===== config.mk =====
export PLATFORM = sky130hd
export DESIGN_NAME = operand_mux_arb
export DESIGN_NICKNAME = d
export VERILOG_FILES = /design/src/rtl/operand_mux_arb.sv
export SDC_FILE = /design/constraint.sdc
export NUM_CORES = 2
export LEC_CHECK = 0
export ABC_AREA = 1
export CAP_MARGIN = 10
export CORE_AREA = 2 2 499 501
export DETAILED_ROUTE_END_ITERATION = 12
export DIE_AREA = 0 0 501 503
export GPL_ROUTABILITY_DRIVEN = 0
export PLACE_DENSITY_LB_ADDON = 0.05
export SETUP_SLACK_MARGIN = 0.02
export SYNTH_ARGS = -nofsm -noshare
export SYNTH_HDL_FRONTEND = slang
export SYNTH_SLANG_ARGS = --single-unit

===== constraint.sdc =====
create_clock -name clk -period 4.64 [get_ports clk]
set_input_delay 0.928 -clock clk [delete_from_list [all_inputs] [get_ports clk]]
set_output_delay 0.928 -clock clk [all_outputs]
set_load 0.05 [all_outputs]

===== src/rtl/operand_mux_arb.sv =====
// operand_mux_arb: NUM_IN-way signed operand selector (explicit select or round-robin)
// feeding a registered valid/ready output with a one-entry skid register.
// Optional macro OPERAND_MUX_ARB_PARITY_EN adds out_parity (XOR-reduce of out_data).
module operand_mux_arb #(
  parameter int WIDTH  = 256,
  parameter int NUM_IN = 4,
  parameter int SEL_W  = $clog2(NUM_IN)
) (
  input  logic                    clk,
  input  logic                    reset,
  input  logic [NUM_IN*WIDTH-1:0] in_data,
  input  logic [NUM_IN-1:0]       in_valid,
  output logic [NUM_IN-1:0]       in_ready,
  input  logic                    sel_mode,
  input  logic [SEL_W-1:0]        select,
  output logic [WIDTH-1:0]        out_data,
  output logic [SEL_W-1:0]        out_src,
  output logic                    out_valid,
  input  logic                    out_ready
`ifdef OPERAND_MUX_ARB_PARITY_EN
  ,
  output logic                    out_parity
`endif
);

  // Handshake: a transfer happens on a rising edge where valid && ready are both 1.
  // Producers hold valid/data until accepted; in_ready never looks at out_ready,
  // so the upstream ready path starts from the skid_valid flop only.

  logic             grant_valid;
  logic [SEL_W-1:0] grant;
  logic [WIDTH-1:0] grant_data;
  logic             accept;

  logic [SEL_W-1:0] rr_ptr;
  logic             skid_valid;
  logic [WIDTH-1:0] skid_data;
  logic [SEL_W-1:0] skid_src;

  // Round-robin picks the valid channel at the smallest forward distance from rr_ptr.
  always_comb begin : grant_logic
    int best_d;
    int d;
    grant_valid = 1'b0;
    grant       = '0;
    best_d      = NUM_IN;
    d           = 0;
    if (!sel_mode) begin
      for (int i = 0; i < NUM_IN; i++) begin
        if (select == SEL_W'(i) && in_valid[i]) begin
          grant_valid = 1'b1;
          grant       = SEL_W'(i);
        end
      end
    end else begin
      for (int i = 0; i < NUM_IN; i++) begin
        d = i - int'(rr_ptr) - 1;
        if (d < 0) begin
          d = d + NUM_IN;
        end
        if (in_valid[i] && d < best_d) begin
          best_d      = d;
          grant_valid = 1'b1;
          grant       = SEL_W'(i);
        end
      end
    end
  end

  always_comb begin : data_mux
    grant_data = '0;
    for (int i = 0; i < NUM_IN; i++) begin
      if (grant == SEL_W'(i)) begin
        grant_data = in_data[i*WIDTH +: WIDTH];
      end
    end
  end

  always_comb begin : ready_logic
    in_ready = '0;
    for (int i = 0; i < NUM_IN; i++) begin
      in_ready[i] = grant_valid && !skid_valid && (grant == SEL_W'(i));
    end
  end

  assign accept = grant_valid && !skid_valid;

  always_ff @(posedge clk) begin
    if (reset) begin
      out_valid  <= 1'b0;
      out_data   <= '0;
      out_src    <= '0;
      skid_valid <= 1'b0;
      skid_data  <= '0;
      skid_src   <= '0;
      rr_ptr     <= SEL_W'(NUM_IN - 1);
    end else begin
      if (accept) begin
        rr_ptr <= grant;
      end
      if (!out_valid || out_ready) begin
        // A full skid always drains first; in_ready was low so nothing new arrives.
        if (skid_valid) begin
          out_valid  <= 1'b1;
          out_data   <= skid_data;
          out_src    <= skid_src;
          skid_valid <= 1'b0;
        end else if (accept) begin
          out_valid <= 1'b1;
          out_data  <= grant_data;
          out_src   <= grant;
        end else begin
          out_valid <= 1'b0;
        end
      end else if (accept) begin
        skid_valid <= 1'b1;
        skid_data  <= grant_data;
        skid_src   <= grant;
      end
    end
  end

`ifdef OPERAND_MUX_ARB_PARITY_EN
  logic skid_parity;

  always_ff @(posedge clk) begin
    if (reset) begin
      out_parity  <= 1'b0;
      skid_parity <= 1'b0;
    end else begin
      if (!out_valid || out_ready) begin
        if (skid_valid) begin
          out_parity <= skid_parity;
        end else if (accept) begin
          out_parity <= ^grant_data;
        end
      end else if (accept) begin
        skid_parity <= ^grant_data;
      end
    end
  end
`endif

endmodule


# == Yosys cells after proc, flatten, opt, wreduce, memory -nomap -nowiden ==
# Index checks and enable logic that the tools add are counted.
# W data, S select, Z words.
# word_totals
regBits,520
input_bits,1034
output_inout_bits,263
word_cells,96
# op_classes
n_addsub,12
order_cmp,8
eq_ne,6
n_mux,40
bitwise,1
n_reduce_logical,22
# ops
cell,n
$mux W256,6
$mux W32,14
$lt A32 B32 Y1,3
$lt A32 B4 Y1 const B,1
$add A4 B4 Y5 const B,4
$lt A4 B1 Y1 const B,4
$sub A3 B2 Y4 const B,4
$mux W2,7
$logic_and A1 B1 Y1,13
$mux W1,13
$eq A2 B2 Y1 const B,4
$sub A1 B2 Y3 const A,2
$sub A2 B2 Y3 const A,2
$eq A2 B1 Y1 const B,2
$logic_not A2 Y1,2
$reduce_and A2 Y1,2
$logic_not A1 Y1,2
$reduce_bool A2 Y1,1
$reduce_or A2 Y1,1
$logic_or A1 B1 Y1,1
$not A1 Y1,1

# == Longest topological paths before layout ==
# logic_depth
ltp_word,28
depth_mapped,31
depth_no_buf,29

# == Worst setup path after synthesis ==
# Ideal clock, no wire load.
# synth_path
path_kind,input -> output
startpoint,in in_valid[0]
endpoint,out in_ready[0]
arrival_ps,4243
required_time_ps,3712
slack_ps,-531
stages,23
n_path_buf,3
path_cell_list,inv_2 o21ai_1 inv_1 a21oi_1 ha_1 nand2_1 nand2_1 nand2_1 nand2_1 nand2_1 nand2_2 nand2_1 o21ai_0 ha_1 nand2_1 nand2_1 nand2_4 nand4_4 nand2_4 buf_6 buf_6 buf_2 nor3_1
# synth_between
elab_chain_cells,17
word_cells_on_any_way,30
# synth_rtl
element,line_no,source
from (decl),12,"input logic [NUM_IN-1:0] in_valid,"
$logic_and A1 B1 Y1,61,if (in_valid[i] && d < best_d) begin
$mux W32,61,
$mux W32,48,if (!sel_mode) begin
$lt A32 B32 Y1,61,
$logic_and A1 B1 Y1,61,
$mux W32,61,
$mux W32,48,
$lt A32 B32 Y1,61,
$logic_and A1 B1 Y1,61,
$mux W32,61,
$mux W32,48,
$lt A32 B32 Y1,61,
$logic_and A1 B1 Y1,61,
$mux W2 or $mux W1 (tied branches),61,
$mux W2 or $mux W1 (tied branches),48,
$logic_not A2 Y1 or $logic_and A1 B1 Y1 (tied branches),82,in_ready[i] = grant_valid && !skid_valid && (grant == SEL_W'(i));
$logic_and A1 B1 Y1 *,82,
to (decl),13,"output logic [NUM_IN-1:0] in_ready,"
# Mark *: on every way between the ends. The rest lies on a longest branch, timed or not. The select of a mux whose other input is x is not followed.

# == Worst setup path in the final report ==
# layout_path
startpoint,reg rr_ptr[1]
endpoint,out in_ready[2]
# layout_between
elab_chain_cells,23
word_cells_on_any_way,50
# layout_rtl
element,line_no,source
from (decl),35,logic [SEL_W-1:0] rr_ptr;
from (signal assigned),96,rr_ptr <= SEL_W'(NUM_IN - 1);
from (signal assigned),99,rr_ptr <= grant;
$sub A1 B2 Y3,57,d = i - int'(rr_ptr) - 1;
$sub A3 B2 Y4,57,
$add A4 B4 Y5 or $lt A4 B1 Y1 (tied branches),"59, 58",
$mux W32,58,if (d < 0) begin
$mux W32,48,
$lt A32 B4 Y1,61,
$logic_and A1 B1 Y1,61,
$mux W32,61,
(+7 left out),--,
$mux W32,61,
$mux W32,48,
$lt A32 B32 Y1,61,
$logic_and A1 B1 Y1,61,
$mux W2 or $mux W1 (tied branches),61,
$mux W2 or $mux W1 (tied branches),48,
$eq A2 B2 Y1 or $logic_and A1 B1 Y1 (tied branches),82,
$logic_and A1 B1 Y1 *,82,
# Marks and branches as above.

==> summary.txt <==
Critical path
  • Worst setup EP type: output port
  • Worst-path fanout max: 3
  • Kind of critical path: register to output port
  • Data required time of the worst path: about 3.7 ns
  • Crit start category: register
  • WP data arrival: 3.79 ns

Run
  • MaxCap Viol Count: 0

Final layout
  • Most common cell after layout, fill and taps aside: clkdlybuf4s50_1
  • Commonest cells after routing, fill and taps aside: clkdlybuf4s50_1 (1291), nand2_1 (535), nand3_1 (518), a21oi_1 (517), dfxtp_1 (517)
  • Area Growth Syn to Fin: 74.87%
  • Layout Nets: 6517
  • Layout Utilization: 20.36%
  • Share of layout cells above drive strength 1: roughly 10%
  • Fillers: 27596

Power
  • Power density over cell area: between 500 and 600 nW/um^2
  • Clock group share of total power: 18.1%
  • Internal power: 14.94 mW
  • Sequential Power Share: 20.5%
  • Max IR drop VDD: 0.2345 mV
  • Combinational Power Share: 61.4%
  • Leak Pwr: 20.14 nW
  • Switching share of total power: 50.12%
  • Psw: roughly 15 mW

Global routing
  • Global Route Usage Sum: 16.42%
  • Largest net degree at the start of global routing: 119
  • Initial antenna violation count: 23
  • Final global-route overflow total: 0
  • Vias in the first global route: roughly 38000
  • First-pass GRT wire length: 299300 um

Route
  • Vias per cell: 4.128
  • Via count: 36215
  • DRC violations left: 0
  • Drt wl/cell: around 25 um
  • DRT antenna net count: 0
  • DRT Pass-1 Iters: 5
  • Total length of routed wires: between 200000 and 250000 um
  • Iteration-0 DRC Markers: 2042

Yosys
  • Synth cell types: 35
  • Warnings, synthesis: 0
  • Top cell type's share of synthesized area: 36.19%
  • Sequential share of the synthesized area: 36.19%
  • Cell area after synthesis: around 29000 um^2
  • Register bit count reported by yosys: 520
  • Ranking of synthesized cells by area: dfxtp_1 (36%), nand4_1 (11%), nand3_1 (9.0%)
  • Area leader, netlist: dfxtp_1
  • Mean post-synth cell area: just under 7 um^2
  • Cells after synthesis: 4159

Clocking
  • Clock buffer depth: 3
  • CTS clk-pin slew, worst paths: 0.06 ns
  • CTS Buf Count: 72
  • CTS tree: done
  • CTS Root Cell: clkbuf_16
  • Clk Latency, worst-skew pair: 0.66 ns
  • H-tree Lvls: 3
  • Clock net sink count: 520

Timing
  • RSZ-0062 raised after global routing: true
  • Worst hold slack: ~0.47 ns
  • Period utilization: 101.7%
  • Final worst slack: -0.07679 ns
  • Worst slew pin tran: 1.140 ns
  • Relative slew margins: 23.99%
  • Setup violations, final: 4
  • Fmax achieved: 212.0 MHz
  • Final Hold Viols: 0
  • Final Skew: approximately 0.033 ns
  • Fin crit period: 4.717 ns
  • Setup TNS: -0.2238 ns
  • Max Slew Vio Count: 0

Status
  • Failing checks: setup timing
  • Status: complete, but fails checks

Worst hold path
  • Hold crit path type: register to register

Floorplan
  • Die area: 252000 um^2
  • Die W: 501 um
  • Die Ht: between 500 and 600 um
  • Starting density of the core: 11.64%
  • IO Pins: 1297
  • Core area: 247100 um^2
  • Row count: 183

Place
  • Post-DP HPWL: 165900 um
  • IO buf count: roughly 1300
## final cells by class
class | instances | area (um^2) | area share (%)
Clock inverter | 23 | 175.2 | 0.3482
Timing Repair Buffer | 1692 | 17010 | 33.82
Clock buffer | 102 | 2024 | 4.025
Multi-Input combinational cell | 2905 | 15480 | 30.78
Inverter | 284 | 1114 | 2.214
Sequential cell | 520 | 10420 | 20.71
Antenna cell | 10 | 25.02 | 0.04975
Tap cell | 3237 | 4050 | 8.052
## timing repair
action / in CTS / in global routing
hold buffers: 0 / 0
pin swaps: 17 / 20
endpoints found under the setup margin: 33 / 49
resized for setup: 38 / 9
buffers inserted: 7 / 9
## stage by stage
| stage | worst slack, ns | cell area (um^2) | cells | power [mW] |
|---|---|---|---|---|
| 6_report | -0.07679 | 50300 | 8773 | 29.95 |
| 5_1_grt | -0.3461 | 50290 | 8769 | 32.10 |
| 4_1_cts | -0.3193 | 50160 | 8754 | 30.72 |
| 3_5_place_dp | -0.7212 | 47760 | 8622 | 24.81 |
| 3_3_place_gp | -0.8785 | 47760 | 8622 | 24.99 |
| 2_1_floorplan | 0.01687 | 28790 | 4160 | 15.38 |
## power by group through the flow
stage / Clock (mW) / Combinational, mW / Sequential, mW
CTS: 5.72 / 18.8 / 6.20
floorplan: 0 / 6.81 / 8.57
global route: 5.86 / 19.9 / 6.31
detailed placement: 0 / 18.5 / 6.26
global placement: 0 / 18.7 / 6.27
finish: 5.41 / 18.4 / 6.15
## sequential cells by signal, indices dropped and copies added (netlist names)
| signal | count |
|---|---|
| skid_valid | 1 |
| out_valid | 1 |
| out_data | 256 |
| skid_data | 256 |
| out_src | 2 |
| skid_src | 2 |
| rr_ptr | 2 |
## critical path, cell delays in order, from the launching register on
cell     delay [ns]
dfxtp_4        0.36
buf_6          0.12
ha_4           0.15
xor2_2         0.14
buf_4          0.14
ha_4           0.27
inv_4          0.04
ha_4           0.25
nand2_1        0.04
inv_1          0.05
nand2_1        0.04
nand2_1        0.05
nand2_1        0.06
nand2_2        0.07
nand2_1        0.05
o21ai_1        0.09
ha_1           0.25
nand2_1        0.08
nand2_2        0.06
nand2_4        0.09
nand2_4        0.06
a21oi_4        0.26
nand2_2        0.11
nor2_4         0.14
buf_12         0.15
## cell usage after synthesis
cell and count:
clkbuf_2 10, a31oi_1 1, a21oi_1 518, nand2_2 4, nor2_1 10, nand4_4 1
o21ai_1 117, nand3_2 1, buf_4 12, conb_1 1, dfxtp_1 520, ha_1 8
buf_6 5, clkinv_2 1, buf_1 21, nand3_1 519, nand2_1 540, inv_2 5
o21a_1 1, inv_1 278, nand2_4 4, o21ai_0 401, a21oi_4 1, or2_2 1
xor2_1 1, a211oi_1 1, buf_2 174, a31o_2 1, nand4_1 512, nor3_1 1
nor2_4 2, o2111ai_1 1, clkbuf_1 229, o211ai_1 1, o21bai_1 256
## metal layers
metal	vias up	part of all wire [%]	global-route usage [%]
li1	17394	-	-
met1	17509	42	19.99
met2	1158	49	28.66
met3	142	7.1	4.500
met4	12	1.6	3.464
met5	-	0.035	0
## kinds of logic after synthesis
kind of cell             after synthesis  synth area share [%]
buffers and inverters                735                 10.68
AND/OR/NAND/NOR                     1595                 27.81
AO/OA/AOI/OAI                       1299                 24.92
XOR/XNOR                               1               0.03045
adder cells (fa/ha/maj)                8                0.3480
flip-flops                           520                 36.19
other                                  1               0.01304
## path summary, 6_finish.rpt
path	slack, ns	depth (start not counted)	endpoint	startpoint
hold / removal	0.47	2	skid_src[0]	skid_src[0]
hold reg to reg	0.47	2	skid_src[0]	skid_src[0]
setup / recovery	-0.08	24	in_ready[2]	rr_ptr[1]
setup reg to reg	0.26	30	out_data[18]	rr_ptr[1]
Note: power is estimated with default switching activity, not from simulation.
